$ cat config.mk
export PLATFORM = sky130hd
export DESIGN_NAME = q_add
export DESIGN_NICKNAME = d
export VERILOG_FILES = /design/src/rtl/q_add.sv
export SDC_FILE = /design/constraint.sdc
export NUM_CORES = 1
export LEC_CHECK = 0
export CAP_MARGIN = 20
export CORE_ASPECT_RATIO = 1.75
export CORE_MARGIN = 1
export CORE_UTILIZATION = 52
export CTS_BUF_LIST = sky130_fd_sc_hd__clkbuf_4 sky130_fd_sc_hd__clkbuf_8
export CTS_CLUSTER_DIAMETER = 150
export DETAILED_ROUTE_END_ITERATION = 8
export GPL_ROUTABILITY_DRIVEN = 0
export PLACE_DENSITY = 0.79
export SYNTH_ARGS = -nofsm -noshare
export SYNTH_HDL_FRONTEND = slang
export SYNTH_SLANG_ARGS = --single-unit
export TNS_END_PERCENT = 30
$ cat constraint.sdc
create_clock -name clk -period 4.5 [get_ports clk]
set_input_delay 0.9 -clock clk [delete_from_list [all_inputs] [get_ports clk]]
set_output_delay 0.9 -clock clk [all_outputs]
set_load 0.02 [all_outputs]
$ cat src/rtl/q_add.sv
// rtl/q_add.sv - signed-magnitude fixed-point adder, registered result, one-cycle done pulse (QADD_SATURATE_EN selects saturation on overflow)
module q_add #(
    parameter int Q = 23,
    parameter int N = 32
) (
    input  logic         clk,
    input  logic         rst,
    input  logic         start,
    input  logic [N-1:0] a,
    input  logic [N-1:0] b,
    output logic [N-1:0] c,
    output logic         done_flag,
    output logic         overflow
);

    localparam int MW = N - 1;

    if (N <= Q + 1) begin : g_bad_params
        $error("q_add: N must be greater than Q + 1");
    end

    logic [N-1:0]  c_q, c_d;
    logic          done_flag_q, done_flag_d;
    logic          overflow_q, overflow_d;

    logic          sign_a, sign_b;
    logic [MW-1:0] mag_a, mag_b;
    logic [N-1:0]  sum_w;
    logic [MW-1:0] res_mag;
    logic          res_sign;
    logic          res_ovf;

    // Operand decode; a negative zero is folded to +0 so it never steers the result sign.
    always_comb begin
        mag_a  = a[N-2:0];
        mag_b  = b[N-2:0];
        sign_a = a[N-1] & (|a[N-2:0]);
        sign_b = b[N-1] & (|b[N-2:0]);
    end

    // Magnitude add or subtract, result sign, overflow and wrap/saturate handling.
    always_comb begin
        sum_w    = {1'b0, mag_a} + {1'b0, mag_b};
        res_mag  = '0;
        res_sign = 1'b0;
        res_ovf  = 1'b0;
        if (sign_a == sign_b) begin
            res_sign = sign_a;
            res_ovf  = sum_w[N-1];
            res_mag  = sum_w[N-2:0];
`ifdef QADD_SATURATE_EN
            if (res_ovf) begin
                res_mag = '1;
            end
`endif
        end else if (mag_a >= mag_b) begin
            res_sign = sign_a;
            res_mag  = mag_a - mag_b;
        end else begin
            res_sign = sign_b;
            res_mag  = mag_b - mag_a;
        end
        // A zero magnitude is always reported as +0.
        if (res_mag == '0) begin
            res_sign = 1'b0;
        end
    end

    // Next-state: load on start, otherwise hold the result and drop done.
    always_comb begin
        c_d         = c_q;
        overflow_d  = overflow_q;
        done_flag_d = 1'b0;
        if (start) begin
            c_d         = {res_sign, res_mag};
            overflow_d  = res_ovf;
            done_flag_d = 1'b1;
        end
    end

    // Result registers; reset wins over a same-edge start.
    always_ff @(posedge clk) begin
        if (rst) begin
            c_q         <= '0;
            done_flag_q <= 1'b0;
            overflow_q  <= 1'b0;
        end else begin
            c_q         <= c_d;
            done_flag_q <= done_flag_d;
            overflow_q  <= overflow_d;
        end
    end

    assign c         = c_q;
    assign done_flag = done_flag_q;
    assign overflow  = overflow_q;

endmodule

==> flow_metrics.tcl, run 1 <==
set metrics [dict create \
    outcome "aborted with a tool error" \
    haltStage "global routing" \
    stop_error "[ERROR GRT-0116] Global routing finished with congestion. Check the congestion regions in the DRC Viewer." \
    synthDistinctLibCells 80 \
    avgSynthCellArea_um2 7.02 \
    rows 55 \
    synth_cells 979 \
    io_buffers 100 \
    ys_ff_latch 34 \
    globalRouteTotalUtil 0.753 \
    grt_overflow_total 382 \
    root_buffer "clkbuf_8" \
    grt_pass1_vias 13100 \
    die_y_um 154 \
    async_reset_ff_frac 0 \
    cts_sinks 34 \
    clock_path_buffers 2 \
    synth-seq-area-share 0.0990 \
    h-tree-depth 2 \
    syn_nets 1148 \
    io-pin-count 101 \
    cts_inserted_buffers 5 \
    ys.flop_type "dfxtp_1" \
    syn_area_mm2 0.00688 \
    postCtsHoldBufs 0 \
    grt_max_degree 36 \
    grt_pass1_wl_um 77800 \
    die_w_um 88.9 \
    synth_edf_count 0 \
    yosysWarnings 0 \
    hpwl_um 25800 \
    start_util 0.531 \
]
==> stage by stage <==
stage                      util  hold slack, ns  cells  worst slack, ns  cell area, um2
after floorplan               -           0.541    979            0.175            6880
after global placement    0.794           0.453   1509           -0.673           10300
after detailed placement  0.794           0.459   1509           -0.840           10300
after CTS                 0.891           0.469   1568          0.00101           11500
==> layer usage <==
layer	GRT usage	GRT overflow
met1	0.720	4
met2	0.979	244
met3	0.506	1
met4	0.828	133
met5	0.134	0
==> cell usage after synthesis, types with 16 or more instances <==
library cell / number / area (um2)
a211oi_1: 24 / 180
nand2_1: 50 / 188
ha_1: 99 / 1240
o211ai_1: 17 / 128
inv_1: 97 / 364
dfxtp_1: 34 / 681
a21oi_1: 103 / 515
xnor2_1: 16 / 140
nor2_1: 87 / 327
nand3_1: 30 / 150
a21o_1: 18 / 135
mux2i_1: 25 / 250
o21ai_0: 49 / 245
nand4_1: 17 / 106
nor3_1: 27 / 135
clkbuf_1: 34 / 128
nor4_1: 23 / 144
==> cell families after synthesis <==
group,Yosys count,synth area share
compound gates,327,0.317
simple gates,317,0.243
flops,34,0.0990
buf+inv,150,0.0844
xor+xnor,21,0.0268
fa+ha+maj,102,0.189
mux,28,0.0413
==> repair_timing <==
item	4_1_cts
buffers inserted	53
cloned	0
pin swaps	65
endpoints found under the setup margin	7
gates resized for setup	218
==> run 2: changes to the inputs <==
==> config.mk (replaced) <==
export PLATFORM = sky130hd
export DESIGN_NAME = q_add
export DESIGN_NICKNAME = d
export VERILOG_FILES = /design/src/rtl/q_add.sv
export SDC_FILE = /design/constraint.sdc
export NUM_CORES = 1
export LEC_CHECK = 0
export CAP_MARGIN = 20
export CORE_MARGIN = 1
export CORE_UTILIZATION = 38
export DETAILED_ROUTE_END_ITERATION = 8
export GPL_ROUTABILITY_DRIVEN = 0
export PLACE_DENSITY_LB_ADDON = 0.15
export SYNTH_ARGS = -nofsm -noshare
export SYNTH_HDL_FRONTEND = slang
export SYNTH_SLANG_ARGS = --single-unit
export TNS_END_PERCENT = 30
==> constraint.sdc (replaced) <==
create_clock -name clk -period 5.85 [get_ports clk]
set_input_delay 1.17 -clock clk [delete_from_list [all_inputs] [get_ports clk]]
set_output_delay 1.17 -clock clk [all_outputs]
set_load 0.02 [all_outputs]
==> run 2 against run 1 <==
The run now ends clean; area after synthesis stayed put; synthesized cell count stayed put.
==> flow_metrics.tcl, run 2 <==
set metrics [dict create \
    worst_ep_required_time_ns 6.01 \
    io_buffers 100 \
    synth-seq-area-share 0.0990 \
    start_util 0.393 \
    tritoncts "done" \
    relSlewSlack 0.518 \
    ys.flop_type "dfxtp_1" \
    slowest_stage "clkdlybuf4s50_1" \
    root_buffer "clkbuf_16" \
    cp_cell_sequence "clkdlybuf4s50_1 -> inv_1 -> ha_1 -> buf_4 -> or4_1 -> nor3_1 -> o211a_1 -> o311ai_1 -> a21oi_1 -> a41o_1 -> o221ai_1 -> xnor2_1 -> or3b_1 -> nor4_1 -> nand4b_1 -> o31a_1" \
    critical_path_class "input pin to register" \
    clock_path_buffers 2 \
    outcome "finished clean" \
    io-pin-count 101 \
    synth_common_cells "103 x a21oi_1, 99 x ha_1, 97 x inv_1" \
    regToRegSetupSlack_ns 3.95 \
    crit_start "a[12]" \
    final_area_mm2 0.00880 \
    rsz0062_at_grt "no" \
    maxCapViolCount 0 \
    synth_cells 979 \
    area.growth.synth_to_final_pct 28.0 \
    post_drt_wl_per_cell_um 19.8 \
    final_common_cell "a21oi_1" \
    cts_inserted_buffers 5 \
    p_leak_nw 3.90 \
    synthDistinctLibCells 80 \
    startpoint_type "input pin" \
    final_hold_viol_count 0 \
    drive_above_1_share 0.112 \
    rows 48 \
    synth.area.top_cells "ha_1 18%, dfxtp_1 9.9%, a21oi_1 7.5%, inv_1 5.3%, nor2_1 4.7%" \
    via_count 8074 \
    n_antenna_cell 0 \
    tns_ns 0 \
    dr.pass1.iters 6 \
    antenna_found_initial 0 \
    tightest_slew_ns 0.716 \
    syn_nets 1148 \
    slew_violations 0 \
    largest_register_ff_count 32 \
    grt_max_degree 36 \
    powerDensity_mw_per_mm2 172 \
    setup-violations-final 0 \
    drcViolationCount 0 \
    post-route-util 0.504 \
    path_max_fanout 10 \
    die_w_um 137 \
    grt_pass1_wl_um 41200 \
    hpwl_um 22200 \
    yosys.area.top_type "ha_1" \
    clock.fmax_ghz 0.178 \
    min_period_ns 5.63 \
    r2r_start "c[31]" \
    crit_path_end "c[31]" \
    cts_sinks 34 \
    post-place-cells 1340 \
    synth_most_common_cell "a21oi_1" \
    cts_resized 0 \
    reg2reg_to "c[31]" \
    h-tree-depth 2 \
    cp-end-kind "register" \
    cts_setup_buffers 0 \
    async_reset_ff_frac 0 \
    slowest_delay_ns 0.55 \
    syn_area_mm2 0.00688 \
    hold_ws_ns 0.474 \
    routed_via_density 5.99 \
    initialDrtViolationCount 1012 \
    synth_edf_count 0 \
    skew_ns 0 \
    core-area_mm2 0.0175 \
    final_nets 1291 \
    drtAntennaViolNets 0 \
    post_dp_cell_area_mm2 0.00865 \
    die_y_um 137 \
    die_area_mm2 0.0186 \
    wl_um 26700 \
    final_cell_mix "103 x a21oi_1, 100 x clkdlybuf4s50_1, 99 x ha_1" \
    clock_latency_ns 0.27 \
    ff2ff_path_depth 7 \
    arrival_ns 5.80 \
    ir_worst_vdd_mv 0.259 \
    final_cells 1348 \
    finalCritPeriodShare 0.963 \
    postCtsHoldBufs 0 \
    avgSynthCellArea_um2 7.02 \
    path_clk_slew_ns 0.05 \
    globalRouteTotalUtil 0.286 \
    grt_pass1_vias 7268 \
    ys_ff_latch 34 \
    yosysWarnings 0 \
    grt_overflow_total 0 \
    worstHoldPathType "register to register" \
    yosysTopAreaCellShare 0.180 \
]
run 2: cell counts after synthesis:
No cell type changed its count.
run 2: worst min path at each step:
| stage | start | to | slack (ns) | depth (start not counted) |
|---|---|---|---|---|
| after floorplan | overflow | overflow | 0.54 | 2 |
| after global placement | c[17] | c[17] | 0.45 | 2 |
| after detailed placement | overflow | overflow | 0.47 | 2 |
| after CTS | overflow | overflow | 0.47 | 2 |
| after global routing | overflow | overflow | 0.48 | 2 |
| final | overflow | overflow | 0.47 | 2 |
run 2: power by group:
group / switching [mW] / internal [mW] / leakage [nW] / total [mW]
sequential: 0.0174 / 0.261 / 0.281 / 0.278
combinational: 0.575 / 0.406 / 3.55 / 0.981
clock: 0.0885 / 0.168 / 0.0739 / 0.257
run 2: per-layer routing:
metal	part of all wire	global-route usage	up-vias
li1	-	-	3853
met4	0.026	0.0858	0
met5	0	0	-
met3	0.088	0.0344	55
met2	0.42	0.425	435
met1	0.47	0.423	3731
run 2: layout make-up:
| cell class | count | area (um2) |
|---|---|---|
| Inverter | 97 | 364 |
| Multi-Input combinational cell | 795 | 5640 |
| Timing Repair Buffer | 189 | 1680 |
| Clock buffer | 7 | 143 |
| Sequential cell | 34 | 681 |
| Tap cell | 225 | 282 |
| Clock inverter | 1 | 5.00 |
| Fill cell | 1783 | 8680 |
run 2: stage by stage:
| step | setup slack, ns | power, mW |
|---|---|---|
| 3_5_place_dp | 0.0811 | 1.24 |
| 3_3_place_gp | 0.0918 | 1.24 |
| 5_1_grt | 0.0366 | 1.61 |
| 6_report | 0.218 | 1.52 |
| 2_1_floorplan | 1.26 | 0.840 |
| 4_1_cts | 0.343 | 1.50 |
run 2: kinds of logic (layout without fill, tap and decap cells):
family | after synthesis | count (layout) | share of synthesized area
mux | 28 | 28 | 0.0413
flops | 34 | 34 | 0.0990
compound gates | 327 | 327 | 0.317
xor+xnor | 21 | 21 | 0.0268
buf+inv | 150 | 294 | 0.0844
fa+ha+maj | 102 | 102 | 0.189
simple gates | 317 | 317 | 0.243
run 2: critical path, delay by kind of cell:
| family | cells | cell delay [ns] |
|---|---|---|
| fa+ha+maj | 1 | 0.43 |
| simple gates | 5 | 1.64 |
| buf+inv | 3 | 0.87 |
| compound gates | 6 | 1.43 |
| xor+xnor | 1 | 0.25 |
No activity file was read; power rests on OpenSTA's default activity.
